### config.mk
export PLATFORM = sky130hd
export DESIGN_NAME = spi_response_decoder
export DESIGN_NICKNAME = d
export VERILOG_FILES = /design/src/rtl/spi_response_decoder.sv
export SDC_FILE = /design/constraint.sdc
export NUM_CORES = 1
export LEC_CHECK = 0
export CORE_UTILIZATION = 52
export CTS_BUF_LIST = sky130_fd_sc_hd__clkbuf_8 sky130_fd_sc_hd__clkbuf_16
export DETAILED_ROUTE_END_ITERATION = 10
export PLACE_DENSITY = 0.83
export SLEW_MARGIN = 30
export SYNTH_ARGS = -nofsm -noshare
export SYNTH_HDL_FRONTEND = slang
export SYNTH_SLANG_ARGS = --single-unit
### constraint.sdc
create_clock -name clk -period 2.02 [get_ports clk]
set_input_delay 0.202 -clock clk [delete_from_list [all_inputs] [get_ports clk]]
set_output_delay 0.202 -clock clk [all_outputs]
set_load 0.05 [all_outputs]
### src/rtl/spi_response_decoder.sv
// spi_response_decoder
//
// Receive-side companion to the SPI command encoder. It follows the same
// transmit/command request and collects the four bytes the SPI master
// returns for a two-register read: low address, low data, high address,
// high data. The two address-phase bytes are discarded. The data bytes
// are assembled into a raw 16-bit sample {hi, lo}. Each sample is
// announced with a one-cycle data_valid pulse and stored in a six-entry
// bank, indexed by command code.
//
// Ports:
//   clk          system clock, rising edge
//   rst_n        asynchronous active-low reset
//   transmit     request strobe, sampled only while idle
//   command[2:0] quantity select (0..5 valid, 6/7 rejected)
//   rx_dv        one-cycle strobe: rx_byte is valid
//   rx_byte[7:0] byte returned by the SPI master
//   rd_sel[2:0]  bank read index
//   rd_data      bank entry rd_sel (combinational, 0 for 6/7)
//   data_out     last assembled sample
//   data_cmd     command code belonging to data_out
//   data_valid   one-cycle pulse: data_out/data_cmd updated
//   busy         high while a transaction is in progress
//   cmd_err      one-cycle pulse: invalid command rejected
//   timeout_err  one-cycle pulse: transaction aborted for lack of rx_dv
module spi_response_decoder #(
  parameter int TIMEOUT_CYCLES = 1024
) (
  input  logic        clk,
  input  logic        rst_n,
  input  logic        transmit,
  input  logic [2:0]  command,
  input  logic        rx_dv,
  input  logic [7:0]  rx_byte,
  input  logic [2:0]  rd_sel,
  output logic [15:0] rd_data,
  output logic [15:0] data_out,
  output logic [2:0]  data_cmd,
  output logic        data_valid,
  output logic        busy,
  output logic        cmd_err,
  output logic        timeout_err
);

  localparam int CNT_W = $clog2(TIMEOUT_CYCLES + 1);
  // The counter holds the number of quiet cycles already seen, so a quiet
  // cycle with the counter at TIMEOUT_CYCLES-1 is the one that expires.
  localparam logic [CNT_W-1:0] CNT_LAST = CNT_W'(TIMEOUT_CYCLES - 1);

  typedef enum logic [2:0] {
    IDLE,
    LO_ADDR,
    LO_DATA,
    HI_ADDR,
    HI_DATA
  } state_t;

  state_t           state, state_next;
  logic [CNT_W-1:0] cnt, cnt_next;
  logic [7:0]       lo_q;
  logic [2:0]       cmd_q;
  logic [15:0]      bank [6];

  logic accept;
  logic reject;
  logic capture_lo;
  logic complete;
  logic expire;

  always_ff @(posedge clk or negedge rst_n) begin
    if (!rst_n) begin
      state <= IDLE;
      cnt   <= '0;
    end else begin
      state <= state_next;
      cnt   <= cnt_next;
    end
  end

  // An rx_dv always wins over an expiring counter. The counter also
  // returns to zero whenever the state changes, so every waiting state
  // starts its quiet-cycle count fresh.
  always_comb begin
    state_next = state;
    cnt_next   = '0;
    accept     = 1'b0;
    reject     = 1'b0;
    capture_lo = 1'b0;
    complete   = 1'b0;
    expire     = 1'b0;
    if (state == IDLE) begin
      if (transmit) begin
        if (command[2:1] == 2'b11) begin
          reject = 1'b1;
        end else begin
          accept     = 1'b1;
          state_next = LO_ADDR;
        end
      end
    end else if (rx_dv) begin
      case (state)
        LO_ADDR: state_next = LO_DATA;
        LO_DATA: begin
          capture_lo = 1'b1;
          state_next = HI_ADDR;
        end
        HI_ADDR: state_next = HI_DATA;
        HI_DATA: begin
          complete   = 1'b1;
          state_next = IDLE;
        end
        default: state_next = IDLE;
      endcase
    end else if (cnt == CNT_LAST) begin
      expire     = 1'b1;
      state_next = IDLE;
    end else begin
      cnt_next = cnt + 1'b1;
    end
  end

  // Datapath and registered status pulses. An aborted transaction drops
  // the half-assembled low byte and leaves the published sample alone.
  always_ff @(posedge clk or negedge rst_n) begin
    if (!rst_n) begin
      lo_q        <= '0;
      cmd_q       <= '0;
      data_out    <= '0;
      data_cmd    <= '0;
      data_valid  <= 1'b0;
      cmd_err     <= 1'b0;
      timeout_err <= 1'b0;
      for (int i = 0; i < 6; i++) begin
        bank[i] <= '0;
      end
    end else begin
      data_valid  <= complete;
      cmd_err     <= reject;
      timeout_err <= expire;
      if (accept) begin
        cmd_q <= command;
      end
      if (capture_lo) begin
        lo_q <= rx_byte;
      end else if (expire) begin
        lo_q <= '0;
      end
      if (complete) begin
        data_out <= {rx_byte, lo_q};
        data_cmd <= cmd_q;
      end
      for (int i = 0; i < 6; i++) begin
        if (complete && (cmd_q == 3'(i))) begin
          bank[i] <= {rx_byte, lo_q};
        end
      end
    end
  end

  always_comb begin
    rd_data = '0;
    for (int i = 0; i < 6; i++) begin
      if (rd_sel == 3'(i)) begin
        rd_data = bank[i];
      end
    end
  end

  assign busy = (state != IDLE);

endmodule

==> results.txt, run 1 <==
Post-Synthesis Net Count - 498
critical path's largest stage delay - 610 ps
hold crit path type - in -> async
fin area - 8120 um^2
setup slack after layout - 93.4 ps
clock-pin transition on the worst setup and hold timing paths - 60 ps
GRT overflow - 0
GRT Util Overall - 0.249
Fin Clk Skew - 8.81 ps
num ports - 57
Wirelength per Cell - 19.9 um
die area - 12700 um^2
chip height - 113 um
clk root buf - clkbuf_16
register area - 3580 um^2
PwrDens - 1390 nW/um^2
RSZ-0062 raised after global routing - false
final hold vios - 0
Vias/cell - 5.77
DRC - 0
syn avg cell area - 13.3 um^2
pre-CTS WS - 50.6 ps
fin crit share - 0.954
Cell variety after synth - 48
Cells after Synth - 479
Seq/Total Area, Yosys - 0.562
Critical Path AT - 1720 ps
asr flop ratio synth - 1.00
area of the mapped netlist - 6370 um^2
Max Transition Viols Final - 0
maxcap violations - 0
std cell rows - 40
Syn-to-layout area delta - 27.5%
Slew headroom - 0.601
Layout Nets - 575
CP Capture Type - output port
Syn. warnings - 0
global-route wire length before repair - 23.8 mm
CP max FO - 6
flops & latches, synth - 143
Worst-Skew Late Latency - 420 ps
dominant synthesized flop cell - dfrtp_1
Post-synth EDFFs - 0
DRT iter0 DRCs - 146
multi-input logic area - 2710 um^2
TritonCTS clock tree - done
H-tree levels - 4
Die Wd - 113 um
Pleak - 3.89 nW
diode count - 0
DP HPWL - 9.39 mm
First-pass DRT Iterations - 5
Critical Path RT - 1820 ps
core area - 12000 um^2
CP max-delay cell - clkdlybuf4s50_1
largest net degree at the start of global routing - 63
placed instance area - 7500 um^2
fmax - 0.519 GHz
fill cell count - 788
Final setup violation count - 0
Starting Density - 0.533
Max rail drop VDD - 0.825 mV
CP Cell Sequence - clkdlybuf4s50_1, nand2b_1, buf_4, o221ai_2, buf_12
antenna-violating nets left - 0
CP startpoint kind - input port
post-route minimum period - 1930 ps
PortBufs - 56
total CTS buffers - 17
Slew @ Worst Pin - 599 ps
RePlAce Congestion - 0.766
initial antenna violation count - 0
Crit Path Class - in -> out
via count - 4133
share of layout cells above drive strength 1 - 0.334
clk sinks - 143
Detailed Route WL - 14.3 mm
clk buf depth - 2
number of global-route vias before repair - 4603
status - finished clean
cell usage after synthesis (2+ instances only):
cell	instances	share of area
o221ai_1	14	0.019
mux2_4	10	0.024
nand3_1	7	0.0055
a21oi_1	15	0.012
mux2_1	30	0.053
nand2_1	37	0.022
mux2i_1	30	0.047
nor2_1	28	0.016
a32o_1	2	0.0031
o21ai_0	10	0.0079
dfrtp_1	143	0.56
nand4_1	3	0.0029
buf_6	4	0.0071
nor3_1	2	0.0016
xor2_1	6	0.0082
mux2_2	76	0.13
mux4_2	2	0.0071
clkbuf_1	11	0.0065
buf_4	4	0.0047
inv_1	4	0.0024
o22a_1	2	0.0028
o22ai_1	2	0.0020
buf_2	5	0.0039
buf_1	5	0.0029
nand4b_4	2	0.0075
and3b_1	2	0.0028
and4bb_1	2	0.0039
logic make-up after synthesis:
kind of cell               count (synthesis)  share of synthesized area
DFF                                      143                      0.562
adders and majority gates                  1                    0.00196
muxes                                    148                      0.265
xor gates and xnor gates                   7                    0.00963
buffers and inverters                     34                     0.0281
AOI/OAI and AO/OA                         50                     0.0530
and+or+nand+nor                           96                     0.0803
layout by cell type, fill, tap and decap left out, types with 3 or more instances in the layout:
cell / Yosys / routed
a21oi_1: 15 / 15
buf_12: 0 / 24
buf_4: 4 / 23
clkbuf_16: 0 / 17
clkdlybuf4s50_1: 0 / 36
clkinv_2: 0 / 3
clkinvlp_4: 0 / 5
dfrtp_1: 143 / 143
inv_1: 4 / 5
mux2_1: 30 / 30
mux2_2: 76 / 76
mux2_4: 10 / 10
mux2i_1: 30 / 30
nand2_1: 37 / 37
nand3_1: 7 / 7
nand4_1: 3 / 3
nor2_1: 28 / 28
o21ai_0: 10 / 10
o221ai_2: 0 / 14
xor2_1: 6 / 6
path summary, 6_finish.rpt:
check / cells after the start / startpoint / slack (ps) / to
worst max register to register: 6 / state[2]$_DFFE_PN0P_ / 170 / bank[7]$_DFFE_PN0P_
worst min register to register: 1 / bank[65]$_DFFE_PN0P_ / 480 / bank[65]$_DFFE_PN0P_
min in group clk: 2 / command[0] / 400 / cmd_q[0]$_DFFE_PN0P_
worst min-delay path: 2 / rst_n / 330 / data_out[0]$_DFFE_PN0P_
worst max-delay path: 5 / rd_sel[2] / 90 / rd_data[5]
max in group asynchronous: 3 / rst_n / 970 / bank[1]$_DFFE_PN0P_
area by class of cell:
class                   count  area share
inverters                   5     0.00231
well taps                 147      0.0227
flip-flops and latches    143       0.441
clock inverters            14      0.0176
clock buffers              18      0.0541
multi-input cells         302       0.333
repair buffers             87       0.130
sequential cells by signal, indices dropped and copies added, names as in the netlist:
signal       count
data_cmd         3
timeout_err      1
lo_q             8
state            3
cnt             11
cmd_q            3
data_out        16
bank            96
data_valid       1
cmd_err          1
power breakdown:
group          internal [W]  leakage [nW]  switching (W)  total [W]
clock               0.00184         0.276        0.00121    0.00305
sequential          0.00385          1.93       0.000795    0.00464
combinational       0.00170          1.68        0.00191    0.00361
metal layers:
| metal | track usage | part of all wire | up-vias |
|---|---|---|---|
| li1 | - | - | 1878 |
| met2 | 0.420 | 0.52 | 79 |
| met1 | 0.310 | 0.42 | 2151 |
| met4 | 0.130 | 0.023 | 0 |
| met3 | 0.0410 | 0.037 | 25 |
| met5 | 0 | 0 | - |
what timing repair did:
action	CTS	global route
buffers inserted	0	1
hold buffers	1	0
gates resized for setup	0	2
setup endpoints to repair	0	14
endpoints found under the hold margin	59	0
worst max-delay path, delay by kind of cell:
| kind | cells | cell delay [ps] |
|---|---|---|
| AOI/OAI and AO/OA | 1 | 290 |
| and+or+nand+nor | 1 | 210 |
| buffers and inverters | 3 | 1020 |
stage by stage:
| stage | std cells | TNS (ps) | hold WS [ps] | power, W | util |
|---|---|---|---|---|---|
| 2_1_floorplan | 479 | -294 | -93.6 | 0.00687 | - |
| 3_3_place_gp | 682 | 0 | 216 | 0.00807 | 0.627 |
| 3_5_place_dp | 682 | 0 | 225 | 0.00827 | 0.627 |
| 4_1_cts | 715 | 0 | 347 | 0.0114 | 0.677 |
| 5_1_grt | 716 | 0 | 386 | 0.0118 | 0.679 |
| 6_report | 716 | 0 | 333 | 0.0113 | 0.679 |
(Power assumes the default switching activity.)
==> run 2, diff against run 1 <==
--- a/config.mk
+++ b/config.mk
@@ -6,8 +6,9 @@
 export NUM_CORES = 1
 export LEC_CHECK = 0
-export CORE_UTILIZATION = 52
+export CORE_UTILIZATION = 57
 export CTS_BUF_LIST = sky130_fd_sc_hd__clkbuf_8 sky130_fd_sc_hd__clkbuf_16
 export DETAILED_ROUTE_END_ITERATION = 10
-export PLACE_DENSITY = 0.83
+export DONT_BUFFER_PORTS = 1
+export PLACE_DENSITY = 0.82
 export SLEW_MARGIN = 30
 export SYNTH_ARGS = -nofsm -noshare
==> constraint.sdc (replaced) <==
create_clock -name clk -period 2.02 [get_ports clk]
set_input_delay 0.303 -clock clk [delete_from_list [all_inputs] [get_ports clk]]
set_output_delay 0.303 -clock clk [all_outputs]
set_load 0.05 [all_outputs]
==> run 2 against run 1 <==
  * The run now ends with negative hold slack left
  * Die area shrank 8.6%
  * Via count shrank 1.8%
  * Register-to-register slack lost 70 ps
  * Wire length shrank 0.62%
  * Final area shrank 3.9%
  * Combinational power shrank 29%
  * Global-route usage grew 1.8 points
  * Total power shrank 1.1%
  * Maximum frequency shrank 4.2%
  * Critical path depth shrank 1
==> results.txt, run 2 (synthesis results as in run 1) <==
post-route minimum period - 2010 ps
PwrDens - 1430 nW/um^2
Register-to-Register Path Depth - 4
FF-to-FF Start - state[0]$_DFFE_PN0P_
clock-pin transition on the worst setup and hold timing paths - 60 ps
First-pass DRT Iterations - 4
chip height - 108 um
Starting Density - 0.588
diode count - 0
DRT iter0 DRCs - 242
PortBufs - 0
die area - 11600 um^2
H-tree levels - 4
initial antenna violation count - 0
DRC - 0
Design Power - 0.0112 W
WHS - -524 ps
setup slack after layout - 8.51 ps
most common cell after layout, fill and taps aside - dfrtp_1
status - finished with violations
via count - 4057
Syn-to-layout area delta - 22.6%
GRT Util Overall - 0.267
largest net degree at the start of global routing - 144
Fin Clk Skew - 7.00 ps
num ports - 57
Slew @ Worst Pin - 498 ps
RSZ-0062 raised after global routing - true
R2R Setup Slk - 100 ps
fmax - 0.497 GHz
share of layout cells above drive strength 1 - 0.344
hold crit path type - in -> async
global-route wire length before repair - 22.7 mm
Die Wd - 108 um
Detailed Route WL - 14.2 mm
max reg flops - 96
biggest regs - bank: 96 flops, data_out: 16 flops, cnt: 11 flops
Worst-Skew Late Latency - 520 ps
commonest non-fill, non-tap cells in the layout - 142 x dfrtp_1, 76 x mux2_2, 37 x nand2_1
maxcap violations - 0
pre-CTS WS - 101 ps
Top reg by flops - bank
antenna-violating nets left - 0
Critical Path RT - 1720 ps
RePlAce Congestion - 0.759
Critical Path AT - 1710 ps
CP Capture Type - output port
DP HPWL - 8.42 mm
CP max FO - 2
Final setup violation count - 0
Max Transition Viols Final - 0
number of global-route vias before repair - 4304
Crit Path Class - reg -> out
clk sinks - 143
Layout Nets - 535
Pleak - 3.75 nW
fin crit share - 0.996
CP startpoint kind - flip-flop
core area - 10800 um^2
CP Launch Point - bank[51]$_DFFE_PN0P_
final hold vios - 143
Vias/cell - 6.06
Slew headroom - 0.668
Max rail drop VDD - 0.956 mV
Wirelength per Cell - 21.2 um
fin area - 7810 um^2
reg2reg end - bank[61]$_DFFE_PN0P_
failing checks - negative hold slack
clk buf depth - 2
GRT overflow - 0
placed instance area - 6930 um^2
clk root buf - clkbuf_8
std cell rows - 38
TritonCTS clock tree - done
total CTS buffers - 17
crit path capture - rd_data[3]
[run 2: worst min path at each step]
stage	to	slack, ps
after global routing	bank[70]$_DFFE_PN0P_	-550
after global placement	bank[49]$_DFFE_PN0P_	10
after detailed placement	bank[85]$_DFFE_PN0P_	10
after CTS	bank[76]$_DFFE_PN0P_	-540
final	bank[1]$_DFFE_PN0P_	-520
after floorplan	bank[0]$_DFFE_PN0P_	7
[run 2: what timing repair did]
item,CTS,global route
cloned,0,0
pin swaps,0,1
hold endpoints to repair,215,144
setup buffers,0,3
setup endpoints to repair,3,40
hold buffers,15,1
gates resized for setup,4,10
[run 2: worst max-delay path, cell delays in order (launching register included)]
cell and delay [ps]:
dfrtp_1 380, mux4_2 470, inv_2 70, o22ai_2 90
buf_6 170
[run 2: through the flow]
stage	instances	utilization	setup TNS (ps)
after floorplan	479	-	-432
after global placement	618	0.640	0
after CTS	665	0.713	-8.05
after global routing	669	0.720	-145
after detailed placement	618	0.640	0
final	669	0.720	0
[run 2: per-layer routing]
metal,vias to the layer above,GRT usage,wire [um]
met5,-,0,0
met4,0,0.118,388
met3,35,0.0636,752
met2,127,0.431,7080
met1,2099,0.345,5980
li1,1796,-,-
[run 2: layout make-up]
cell class | instances | area, um^2
inverter | 5 | 18.8
sequential | 143 | 3580
multi-input combinational | 302 | 2740
timing repair buffer | 47 | 654
fill | 670 | 3030
clock inverter | 13 | 194
tap | 140 | 175
clock buffer | 19 | 442
[run 2: report_power, final]
group          switching (W)  total [W]  leakage, nW  internal, W
sequential           0.00144    0.00528         1.93      0.00384
clock                0.00114    0.00332        0.320      0.00218
combinational        0.00116    0.00258         1.50      0.00142
total                0.00374     0.0112         3.75      0.00744
==> run 3, diff against run 2 <==
CORE_UTILIZATION = 45   (was 57)
PLACE_DENSITY = 0.69   (was 0.82)
==> run 3 against run 2 <==
  * The run still ends with negative hold slack left
  * Worst hold slack gained 110 ps
  * Sequential cell count unchanged
  * Setup slack gained 75 ps
  * Clock power about the same
  * Combinational power shrank 4%
  * Via count fell by 4.3%
  * Core utilization shrank 17 points
  * Maximum frequency increased by 3.9%
==> results.txt, run 3 (synthesis results as in run 1) <==
Internal - 0.00741 W
most common cell after layout, fill and taps aside - dfrtp_1
fin crit share - 0.959
clk sinks - 143
final hold vios - 143
biggest regs - bank: 96 flops, data_out: 16 flops, cnt: 11 flops
hold_buf cts - 4
CP startpoint kind - flip-flop
CP max-delay cell - mux4_2
Detailed Route WL - 13.6 mm
R2R Setup Slk - 120 ps
H-tree levels - 4
GRT overflow - 0
std cell rows - 43
Slew @ Worst Pin - 497 ps
Top reg by flops - bank
GRT Util Overall - 0.209
DRC - 0
WP buf/inv - 2
largest net degree at the start of global routing - 144
sequential share of power - 0.473
hold crit path type - in -> async
Gate power share - 0.224
Crit Path Class - reg -> out
initial antenna violation count - 0
post-route minimum period - 1940 ps
fin area - 7670 um^2
Max Transition Viols Final - 0
Slew headroom - 0.668
setup slack after layout - 83.2 ps
status - finished with violations
core area - 13800 um^2
WHS - -412 ps
placed instance area - 6990 um^2
commonest non-fill, non-tap cells in the layout - 143 x dfrtp_1, 76 x mux2_2, 37 x nand2_1
antenna-violating nets left - 0
Critical Path AT - 1630 ps
via count - 3883
clk buf depth - 2
RePlAce Congestion - 0.724
Layout Nets - 523
final non-filler cell total - 697
diode count - 0
failing checks - negative hold slack
maxcap violations - 0
Setup Fix Bufs, Post-CTS - 0
Wirelength per Cell - 19.6 um
pre-CTS WS - 113 ps
total CTS buffers - 17
fmax - 0.516 GHz
reg2reg end - bank[59]$_DFFE_PN0P_
number of global-route vias before repair - 4189
CP Cell Sequence - mux4_2, inv_1, o22ai_2, buf_4
total net switching power - 0.00361 W
switching fraction of total power - 0.328
DRT iter0 DRCs - 217
Placed Cells - 661
PortBufs - 0
fill cell count - 1085
Vias/cell - 5.57
CP top delay family - multiplexers
Register-to-Register Path Depth - 6
clock share of power - 0.303
clock-pin transition on the worst setup and hold timing paths - 60 ps
PwrDens - 1440 nW/um^2
CP Launch Point - bank[45]$_DFFE_PN0P_
Critical Path RT - 1720 ps
Starting Density - 0.461
TritonCTS clock tree - done
num ports - 57
FF-to-FF Start - state[2]$_DFFE_PN0P_
CP max FO - 2
Max rail drop VDD - 1.05 mV
Syn-to-layout area delta - 20.4%
CP Capture Type - output port
clk root buf - clkbuf_16
DP HPWL - 8.59 mm
chip height - 121 um
die area - 14600 um^2
RSZ-0062 raised after global routing - false
Fin Clk Skew - 5.56 ps
global-route wire length before repair - 22.6 mm
share of the core filled with cells - 0.555
critical path's largest stage delay - 460 ps
max reg flops - 96
Worst-Skew Late Latency - 420 ps
First-pass DRT Iterations - 4
Final setup violation count - 0
Die Wd - 121 um
Pleak - 3.68 nW
share of layout cells above drive strength 1 - 0.329
run 3: stage by stage:
| stage | power [W] | TNS, ps | hold WS, ps |
|---|---|---|---|
| floorplan | 0.00688 | -432 | 7.41 |
| global placement | 0.00760 | 0 | 15.0 |
| detailed placement | 0.00776 | 0 | 14.9 |
| CTS | 0.0111 | 0 | -435 |
| global route | 0.0116 | 0 | -437 |
| finish | 0.0110 | 0 | -412 |
run 3: how the worst max path moves through the flow:
stage	to	slack (ps)	cells after the start
floorplan	rd_data[0]	-50	5
global placement	bank[58]$_DFFE_PN0P_	170	6
CTS	rd_data[13]	50	4
finish	rd_data[13]	80	4
global route	bank[51]$_DFFE_PN0P_	10	6
detailed placement	bank[56]$_DFFE_PN0P_	110	6
run 3: power groups by stage:
| stage | clock network, W | registers (W) | logic, W |
|---|---|---|---|
| floorplan | 0 | 0.00491 | 0.00197 |
| global placement | 0 | 0.00520 | 0.00239 |
| detailed placement | 0 | 0.00527 | 0.00249 |
| CTS | 0.00341 | 0.00523 | 0.00250 |
| global route | 0.00354 | 0.00538 | 0.00267 |
| finish | 0.00333 | 0.00522 | 0.00247 |
run 3: cell type report:
type                       instances  area (um^2)  area share
clock buffer                      18          439      0.0572
clock inverter                    14          199      0.0259
inverter                           5         18.8     0.00245
multi-input combinational        302         2710       0.354
sequential                       143         3580       0.466
tap                              180          225      0.0294
timing repair buffer              35          498      0.0649
run 3: routing by layer:
metal / track usage / share of wire
met1: 0.262 / 0.43
met2: 0.345 / 0.50
met3: 0.0517 / 0.052
met4: 0.0856 / 0.020
met5: 0 / 0
run 3: what timing repair did:
| action | 4_1_cts | 5_1_grt |
|---|---|---|
| setup endpoints to repair | 0 | 0 |
| gates resized for setup | 0 | 0 |
| hold endpoints to repair | 147 | 143 |
